===== src/rtl/uart_pkg.sv =====
// Shared types and constants for the buffered UART transmit stage.
package uart_pkg;

  typedef enum logic [1:0] {
    TX_IDLE  = 2'd0,
    TX_START = 2'd1,
    TX_DATA  = 2'd2,
    TX_STOP  = 2'd3
  } tx_state_t;

  // 16550 line status register bit positions
  localparam int unsigned LSR_OE   = 1;
  localparam int unsigned LSR_THRE = 5;
  localparam int unsigned LSR_TEMT = 6;

  localparam int unsigned DEFAULT_DIVISOR = 286;

endpackage


===== src/rtl/sync_fifo.sv =====
// Single-clock FIFO with a separate occupancy counter; head entry is read combinationally.
module sync_fifo #(
  parameter int unsigned DEPTH = 16,
  parameter int unsigned WIDTH = 8
) (
  input  logic                     lpc_clk,
  input  logic                     lpc_rst,
  input  logic                     push,
  input  logic                     pop,
  input  logic [WIDTH-1:0]         din,
  output logic [WIDTH-1:0]         dout,
  output logic [$clog2(DEPTH):0]   level,
  output logic                     full,
  output logic                     empty
);

  localparam int unsigned AW = $clog2(DEPTH);
  localparam int unsigned LW = AW + 1;

  logic [WIDTH-1:0] mem [DEPTH];
  logic [AW-1:0]    wr_ptr;
  logic [AW-1:0]    rd_ptr;
  logic [LW-1:0]    level_q;

  always_ff @(posedge lpc_clk) begin
    if (push) begin
      mem[wr_ptr] <= din;
    end
  end

  always_ff @(posedge lpc_clk) begin
    if (lpc_rst) begin
      wr_ptr  <= '0;
      rd_ptr  <= '0;
      level_q <= '0;
    end else begin
      if (push) begin
        wr_ptr <= wr_ptr + AW'(1);
      end
      if (pop) begin
        rd_ptr <= rd_ptr + AW'(1);
      end
      case ({push, pop})
        2'b10:   level_q <= level_q + LW'(1);
        2'b01:   level_q <= level_q - LW'(1);
        default: level_q <= level_q;
      endcase
    end
  end

  assign dout  = mem[rd_ptr];
  assign level = level_q;
  assign full  = (level_q == LW'(DEPTH));
  assign empty = (level_q == '0);

endmodule


===== src/rtl/uart_tx_fifo.sv =====
// Buffered 8N1 UART transmitter fed by LPC data-port writes, with 16550-style line status.
module uart_tx_fifo
  import uart_pkg::*;
#(
  parameter  int unsigned DEPTH   = 16,
  parameter  int unsigned DIVISOR = DEFAULT_DIVISOR,
  localparam int unsigned LVL_W   = $clog2(DEPTH) + 1
) (
  input  logic             lpc_clk,
  input  logic             lpc_rst,
  input  logic             wr_strobe,
  input  logic [7:0]       wr_data,
  input  logic             clr_overflow,
  output logic [LVL_W-1:0] fifo_level,
  output logic             fifo_full,
  output logic             fifo_empty,
  output logic             overflow,
  output logic             tx_idle,
  output logic [7:0]       lsr,
  output logic             uart_tx
);

  localparam int unsigned CW = $clog2(DIVISOR);

  tx_state_t     state;
  logic [CW-1:0] baud_cnt;
  logic [2:0]    bit_idx;
  logic [7:0]    shift;
  logic          tx_q;
  logic          overflow_q;
  logic [7:0]    head;
  logic          expiry;
  logic          pop;
  logic          push;
  logic          drop;

  assign expiry = (baud_cnt == CW'(DIVISOR - 1));
  // Popping on the final STOP cycle gives back-to-back frames with no idle gap.
  assign pop    = !fifo_empty && ((state == TX_IDLE) || ((state == TX_STOP) && expiry));
  assign push   = wr_strobe && (!fifo_full || pop);
  assign drop   = wr_strobe && fifo_full && !pop;

  sync_fifo #(
    .DEPTH(DEPTH),
    .WIDTH(8)
  ) u_fifo (
    .lpc_clk(lpc_clk),
    .lpc_rst(lpc_rst),
    .push   (push),
    .pop    (pop),
    .din    (wr_data),
    .dout   (head),
    .level  (fifo_level),
    .full   (fifo_full),
    .empty  (fifo_empty)
  );

  always_ff @(posedge lpc_clk) begin
    if (lpc_rst) begin
      overflow_q <= 1'b0;
    end else if (drop) begin
      overflow_q <= 1'b1;
    end else if (clr_overflow) begin
      overflow_q <= 1'b0;
    end
  end

  // The shifter is pre-shifted so the next data bit is always in shift[0].
  always_ff @(posedge lpc_clk) begin
    if (lpc_rst) begin
      state    <= TX_IDLE;
      baud_cnt <= '0;
      bit_idx  <= '0;
      shift    <= '0;
      tx_q     <= 1'b1;
    end else if (pop) begin
      state    <= TX_START;
      baud_cnt <= '0;
      bit_idx  <= '0;
      shift    <= head;
      tx_q     <= 1'b0;
    end else begin
      case (state)
        TX_START: begin
          if (expiry) begin
            state    <= TX_DATA;
            baud_cnt <= '0;
            bit_idx  <= '0;
            tx_q     <= shift[0];
            shift    <= {1'b0, shift[7:1]};
          end else begin
            baud_cnt <= baud_cnt + CW'(1);
          end
        end
        TX_DATA: begin
          if (expiry) begin
            baud_cnt <= '0;
            if (bit_idx == 3'd7) begin
              state <= TX_STOP;
              tx_q  <= 1'b1;
            end else begin
              bit_idx <= bit_idx + 3'd1;
              tx_q    <= shift[0];
              shift   <= {1'b0, shift[7:1]};
            end
          end else begin
            baud_cnt <= baud_cnt + CW'(1);
          end
        end
        TX_STOP: begin
          if (expiry) begin
            state    <= TX_IDLE;
            baud_cnt <= '0;
          end else begin
            baud_cnt <= baud_cnt + CW'(1);
          end
          tx_q <= 1'b1;
        end
        default: begin
          tx_q <= 1'b1;
        end
      endcase
    end
  end

  assign uart_tx  = tx_q;
  assign overflow = overflow_q;
  assign tx_idle  = fifo_empty && (state == TX_IDLE);

  always_comb begin
    lsr           = '0;
    lsr[LSR_OE]   = overflow_q;
    lsr[LSR_THRE] = fifo_empty;
    lsr[LSR_TEMT] = tx_idle;
  end

endmodule

===== config.mk =====
export PLATFORM = sky130hd
export DESIGN_NAME = uart_tx_fifo
export DESIGN_NICKNAME = d
export VERILOG_FILES = /design/src/rtl/uart_pkg.sv /design/src/rtl/sync_fifo.sv /design/src/rtl/uart_tx_fifo.sv
export SDC_FILE = /design/constraint.sdc
export NUM_CORES = 1
export LEC_CHECK = 0
export CAP_MARGIN = 15
export CELL_PAD_IN_SITES_DETAIL_PLACEMENT = 0
export CELL_PAD_IN_SITES_GLOBAL_PLACEMENT = 2
export CORE_MARGIN = 2
export CORE_UTILIZATION = 25
export CTS_BUF_LIST = sky130_fd_sc_hd__clkbuf_4 sky130_fd_sc_hd__clkbuf_8 sky130_fd_sc_hd__clkbuf_16
export CTS_CLUSTER_SIZE = 12
export DETAILED_ROUTE_END_ITERATION = 7
export GPL_TIMING_DRIVEN = 0
export PLACE_DENSITY_LB_ADDON = 0.1
export SLEW_MARGIN = 20
export SYNTH_ARGS = -nofsm -noshare
export SYNTH_HDL_FRONTEND = slang
export SYNTH_SLANG_ARGS = --single-unit

===== constraint.sdc =====
create_clock -name lpc_clk -period 2.8 [get_ports lpc_clk]
set_clock_uncertainty 0.1 [all_clocks]
set_input_delay 0.42 -clock lpc_clk [delete_from_list [all_inputs] [get_ports lpc_clk]]
set_output_delay 0.42 -clock lpc_clk [all_outputs]
set_load 0.02 [all_outputs]

**Word level (Yosys, flattened, before mapping)**

Memory sizes are Yosys's and may differ from the RTL's. A register that Yosys moved wholly into a read port is not among the register bits.
Index checks and enable logic that the tools add are counted.

- Bits in registers: 37
- Bits in writable memories: 128
- Bits of input ports: 12
- Memories kept: 1
- Logic and storage cells: 89
- Output and inout bits: 18

Memories:

| name | words | width | read ports | clocked after Yosys merged registers in | write ports | line | text |
|---|---|---|---|---|---|---|---|
| u_fifo.mem | 16 | 8 | 1 | 1 | 1 | sync_fifo.sv:20 | `logic [WIDTH-1:0] mem [DEPTH];` |

- $add $sub $neg: 6
- Reductions and logical operators: 26
- Equal/unequal tests: 18
- Mux-type cells: 28

Operators with widths:

| operator | number |
|---|---|
| 8-bit 2-to-1 mux | 4 |
| 8-bit one-hot mux with 2 select lines | 1 |
| 3-bit != test (second input constant) | 5 |
| 2-bit != test (second input constant) | 5 |
| 5-bit one-hot mux with 2 select lines | 1 |
| 5-bit AND reduction | 2 |
| 9-bit by 1-bit adder with 9-bit output (second input constant) | 1 |
| 9-bit == test (second input constant) | 1 |
| 1-bit 2-to-1 mux | 9 |
| 3-bit 2-to-1 mux | 3 |
| 9-bit 2-to-1 mux | 1 |
| 4-bit by 1-bit adder with 4-bit output (second input constant) | 2 |
| 2-bit 2-to-1 mux | 4 |
| 4-bit 2-to-1 mux | 2 |
| 4-bit AND reduction | 2 |
| 2-bit == test (second input constant) | 3 |
| 1-bit logical AND | 6 |
| 2-bit one-hot mux with 3 select lines | 1 |
| 3-bit one-hot mux with 2 select lines | 1 |
| 2-bit nonzero test | 3 |
| 3-bit nonzero test | 2 |
| 5-bit by 1-bit adder with 5-bit output (second input constant) | 1 |
| 5-bit == test (second input constant) | 1 |
| 5-bit zero test | 1 |
| other kinds (12) | 16 |

**Longest topological paths before layout**

- Word-level depth: 8
- Mapped depth: 12
- Mapped depth without buffers: 12

**Modules after synthesis**

A second synthesis with hierarchy kept.

- Cells, all modules: 464
- Area, all modules: 7175.6 um2

By module, submodules not included:

| module | sequential area each (um2) | area an instance (um2) | instances | cells an instance |
|---|---|---|---|---|
| sync_fifo | 4184.0 | 5861.9 | 1 | 314 |
| uart_tx_fifo | 480.5 | 1313.8 | 1 | 150 |

**Worst setup path after synthesis**

Ideal clock, no wire load.

- Path type: reg2reg
- Start point: reg u_fifo.level_q[1] (netlist: u_fifo.level[1])
- End point: reg u_fifo.level_q[4] (netlist: u_fifo.level[4])
- Cell stages (with the launch flop): 12
- Period minus slack after synthesis: 2823 ps
- Setup time: 121 ps
- Buffers on the path: 1
- Setup slack: -23 ps
- Required time: 2579 ps
- Arrival time: 2603 ps
- Cells stage by stage: dfxtp_1 -> clkbuf_1 -> nor4_2 -> a21oi_1 -> nand2_1 -> xnor2_1 -> ha_1 -> or3_1 -> a21oi_1 -> nand3_1 -> a22oi_1 -> mux2_2

- Longest elaborated chain between the ends: 7
- Elaborated cells on any way between the ends: 13
- Those cells by class: add/sub (2); eq/ne (3); mux (1); reduce/logical (7)

RTL lines:

| item | line | text |
|---|---|---|
| start: declaration | sync_fifo.sv:23 | `logic [LW-1:0] level_q;` |
| start signal: assignment | sync_fifo.sv:44 | `2'b10: level_q <= level_q + LW'(1);` |
| start signal: assignment | sync_fifo.sv:45 | `2'b01: level_q <= level_q - LW'(1);` |
| start signal: assignment | sync_fifo.sv:46 | `default: level_q <= level_q;` |
| 5-bit zero test | sync_fifo.sv:54 | `assign empty = (level_q == '0);` |
| 1-bit zero test | uart_tx_fifo.sv:39 | `assign pop = !fifo_empty && ((state == TX_IDLE) \|\| ((state == TX_STOP) && expiry));` |
| 1-bit logical AND | uart_tx_fifo.sv:39 |  |
| 1-bit logical OR | uart_tx_fifo.sv:40 | `assign push = wr_strobe && (!fifo_full \|\| pop);` |
| 1-bit logical AND | uart_tx_fifo.sv:40 |  |
| 2-bit by 1-bit == test with 1-bit output or 2-bit == test (tied branches) | sync_fifo.sv:43 | `case ({push, pop})` |
| 5-bit one-hot mux with 2 select lines or 2-bit nonzero test (tied branches) | -- |  |

Several ways; a longest one is shown, not always the timed one.
A chain may end at the register's enable or synchronous reset.

**Worst setup path after layout**

- Start point: reg baud_cnt[1]
- End point: reg u_fifo.level_q[4] (netlist: u_fifo.level[4])

- Longest elaborated chain between the ends: 8
- Elaborated cells on any way between the ends: 10
- Those cells by class: eq/ne (3); mux (1); reduce/logical (6)

RTL lines:

| item | line | text |
|---|---|---|
| start: declaration | uart_tx_fifo.sv:26 | `logic [CW-1:0] baud_cnt;` |
| start signal: assignment | uart_tx_fifo.sv:92 | `baud_cnt <= baud_cnt + CW'(1);` |
| start signal: assignment | uart_tx_fifo.sv:107 | `baud_cnt <= baud_cnt + CW'(1);` |
| start signal: assignment | uart_tx_fifo.sv:115 | `baud_cnt <= baud_cnt + CW'(1);` |
| 9-bit == test * | uart_tx_fifo.sv:37 | `assign expiry = (baud_cnt == CW'(DIVISOR - 1));` |
| 1-bit logical AND * | uart_tx_fifo.sv:39 |  |
| 1-bit logical OR * | uart_tx_fifo.sv:39 |  |
| 1-bit logical AND * | uart_tx_fifo.sv:39 |  |
| 1-bit logical OR | uart_tx_fifo.sv:40 |  |
| 1-bit logical AND | uart_tx_fifo.sv:40 |  |
| 2-bit by 1-bit == test with 1-bit output or 2-bit == test (tied branches) | sync_fifo.sv:43 |  |
| 5-bit one-hot mux with 2 select lines or 2-bit nonzero test (tied branches) | -- |  |

Every way passes the cells marked *; elsewhere a longest branch is shown, timed or not.

==> results.toml <==
[hold_path]
hp-class = "in -> reg"
min_to = "overflow"
hold_path_depth = 3
hold_start = "wr_strobe"

[die]
core_um2 = 27900
die_area_um2 = 29700
fp.dieW_um = 172
num_rows = 61
die_y_um = 172
io_pins = 30
initial_utilization_pct = 25.4

[setup_path]
cp_max_fo = 7
crit_family = "simple AND/OR/NAND/NOR gates"
crit_slowest_cell = "dfxtp_4"
cp.arrival_ns = 2.95
startpoint = "baud_cnt[1]"
critical_path_class = "reg -> reg"
ff2ff_setup_slack_ns = 0.07
critPathRequiredTime_ns = 3.01
worst_r2r_startpoint = "baud_cnt[1]"
reg2reg_depth = 12
critPathBufInv = 1
critPathCaptureType = "flop"
worstReg2RegEnd = "u_fifo.level[4]"
worstPathCellList = "inv_1 -> ha_1 -> and4_4 -> a31o_4 -> nand2_4 -> xnor2_1 -> ha_2 -> or3_1 -> a21oi_2 -> nand3_1 -> a22oi_2 -> mux2_2"
worst_setup_path_start_kind = "flop"
slowest_delay_ns = 0.36

[synth]
ys_seq_area_share_pct = 65.8
synth.area.top_cells = "edfxtp_1, mux4_2, dfxtp_1"
synthFlopType = "edfxtp_1"
avgSynthCellArea_um2 = 15.3
synth_edf_count = 128
syn_area_um2 = 7090
syn_inst = 462
yosys-top-cells-count = "edfxtp_1, nor2_1, dfxtp_1"
ys_warn_count = 0
yosysMostFrequentCell = "edfxtp_1"
yosysTopAreaCell = "edfxtp_1"
ys_ff_latch = 169
synth.top_cell.area_share_pct = 54.2
synth.distinct_cells = 48
synthArstFlopShare_pct = 0

[grt]
grtUsageTotal_pct = 12.9
antenna_found_initial = 0
grt_pass1_wl_mm = 27.2
grt_pass1_vias = 4246
grt_overflow = 0
grt_max_degree = 22

[detailed_routing]
vias = 3975
finalWirelength_mm = 17.5
wl_per_cell_um = 19.2
viasPerCell = 4.35
ant_nets = 0
drtPass1Iterations = 4
drt_iter0_drc = 204
drc = 0

[sta]
fmax_mhz = 366
fin_crit_sh_pct = 97.6
whs_ns = 0.335
slew_violations = 0
slew_headroom_pct = 35.2
finalCriticalPeriod_ns = 2.73
setup_viol = 0
rsz0062_at_grt = "yes"
hold_violations = 0
worst_pin_slew_ns = 0.972

[clock_tree]
htreeDepth = 4
cts_root_buf = "clkbuf_16"
clock-sinks = 169
clk_pin_slew_ns = 0.07
cts_tree = "done"
clk_latency_ns = 0.44
cts_buffers = 17
clk_path_buf_depth = 2
ctsHoldBuffers = 0

[pwr]
finalPower_mw = 7.99
powerDensity_nw_per_um2 = 902
worst_ir_drop_vdd_v = 0.000359
p_leak_nw = 2.85

[layout]
fin_area_um2 = 8850
drive_above_1_share_pct = 26.5
antenna_cells = 0
fin_nets = 551
area_growth_syn_to_layout_pct = 24.9

[job]
drv_cap = 0

[run_status]
outcome = "complete, no violations"

[placed_design]
gp_congestion = 0.712
io_buffers = 23
postPlaceCellArea_um2 = 7880
place_hpwl_mm = 11.7
-- layout make-up --
type	instances	area [um^2]
plain buffers	29	156
clock buffers	17	425
clock inverters	15	211
fillers	2737	19000
inverters	10	37.5
multi-input cells	257	2440
flip-flops and latches	169	4680
well taps	378	473
repair buffers	39	423
-- power by group --
group	internal [mW]	switching (mW)
clock	1.24	1.22
combinational	1.12	1.38
sequential	2.87	0.155
-- per-stage QoR --
| step | setup slack (ns) | util [%] | setup TNS, ns | cells |
|---|---|---|---|---|
| after global placement | -1.18 | 28.1 | -85.88 | 867 |
| after CTS | 0.00845 | 31.6 | 0 | 914 |
| final | 0.0668 | 31.8 | 0 | 914 |
| after global routing | -0.0616 | 31.8 | -0.0719 | 914 |
| after detailed placement | -0.804 | 28.3 | -66.20 | 871 |
| after floorplan | 0.00296 | - | 0 | 466 |
-- state kept, by name, summed over array words and instances (netlist names), named ones only --
register	flops
baud_cnt	9
bit_idx	3
overflow	1
shift	8
state	2
u_fifo.level	5
u_fifo.mem	128
u_fifo.rd_ptr	4
u_fifo.wr_ptr	4
uart_tx	1
-- routing by layer --
layer	global-route usage, %	share of wire (%)
met5	0	0
met2	22.4	52
met3	2.72	2.0
met4	3.84	1.2
met1	16.1	45
-- worst reg2reg max path: stages, from the launching register on --
cell and delay, ns:
dfxtp_4 0.36, inv_1 0.05, ha_1 0.13, and4_4 0.26, a31o_4 0.22, nand2_4 0.10
xnor2_1 0.14, ha_2 0.19, or3_1 0.33, a21oi_2 0.13, nand3_1 0.11, a22oi_2 0.15
mux2_2 0.35
-- cells in the final DEF (no fill, tap or decap), types with 6 or more instances in the layout --
master	instances
nor3_1	6
clkbuf_1	10
a21oi_1	10
clkbuf_16	17
buf_4	15
ha_1	14
a311oi_1	8
buf_2	6
xor2_1	10
clkdlybuf4s50_1	19
edfxtp_1	128
dfxtp_1	35
nand2_1	24
mux4_2	39
nor2_4	9
o21ai_0	9
nor2_1	38
inv_1	10
clkinv_8	7
nand3_1	11
-- worst max-delay path by stage --
stage,endpoint,cells past startpoint,slack [ns]
floorplan,u_fifo.level[4],12,0.003
global placement,u_fifo.mem[0][0],6,-1.18
detailed placement,u_fifo.mem[10][1],6,-0.80
CTS,u_fifo.level[4],12,0.008
global route,u_fifo.level[4],12,-0.06
finish,u_fifo.level[4],12,0.07
-- kinds of logic (layout without fill, tap and decap cells) --
group | count (synthesis) | after routing | synth area share (%)
DFF | 169 | 169 | 65.8
and+or+nand+nor | 123 | 123 | 8.28
AOI/OAI and AO/OA | 53 | 53 | 5.24
muxes | 45 | 45 | 13.3
buffers and inverters | 40 | 110 | 2.65
adders and majority gates | 16 | 16 | 2.82
xor gates and xnor gates | 15 | 15 | 1.85
other | 1 | 5 | 0.0529
-- repair_timing --
action | 4_1_cts | 5_1_grt
endpoints found under the hold margin | 0 | 0
endpoints found under the setup margin | 132 | 91
setup buffers | 11 | 1
pin swaps | 7 | 4
resized for setup | 45 | 9
Note: power is estimated with default switching activity, not from simulation.
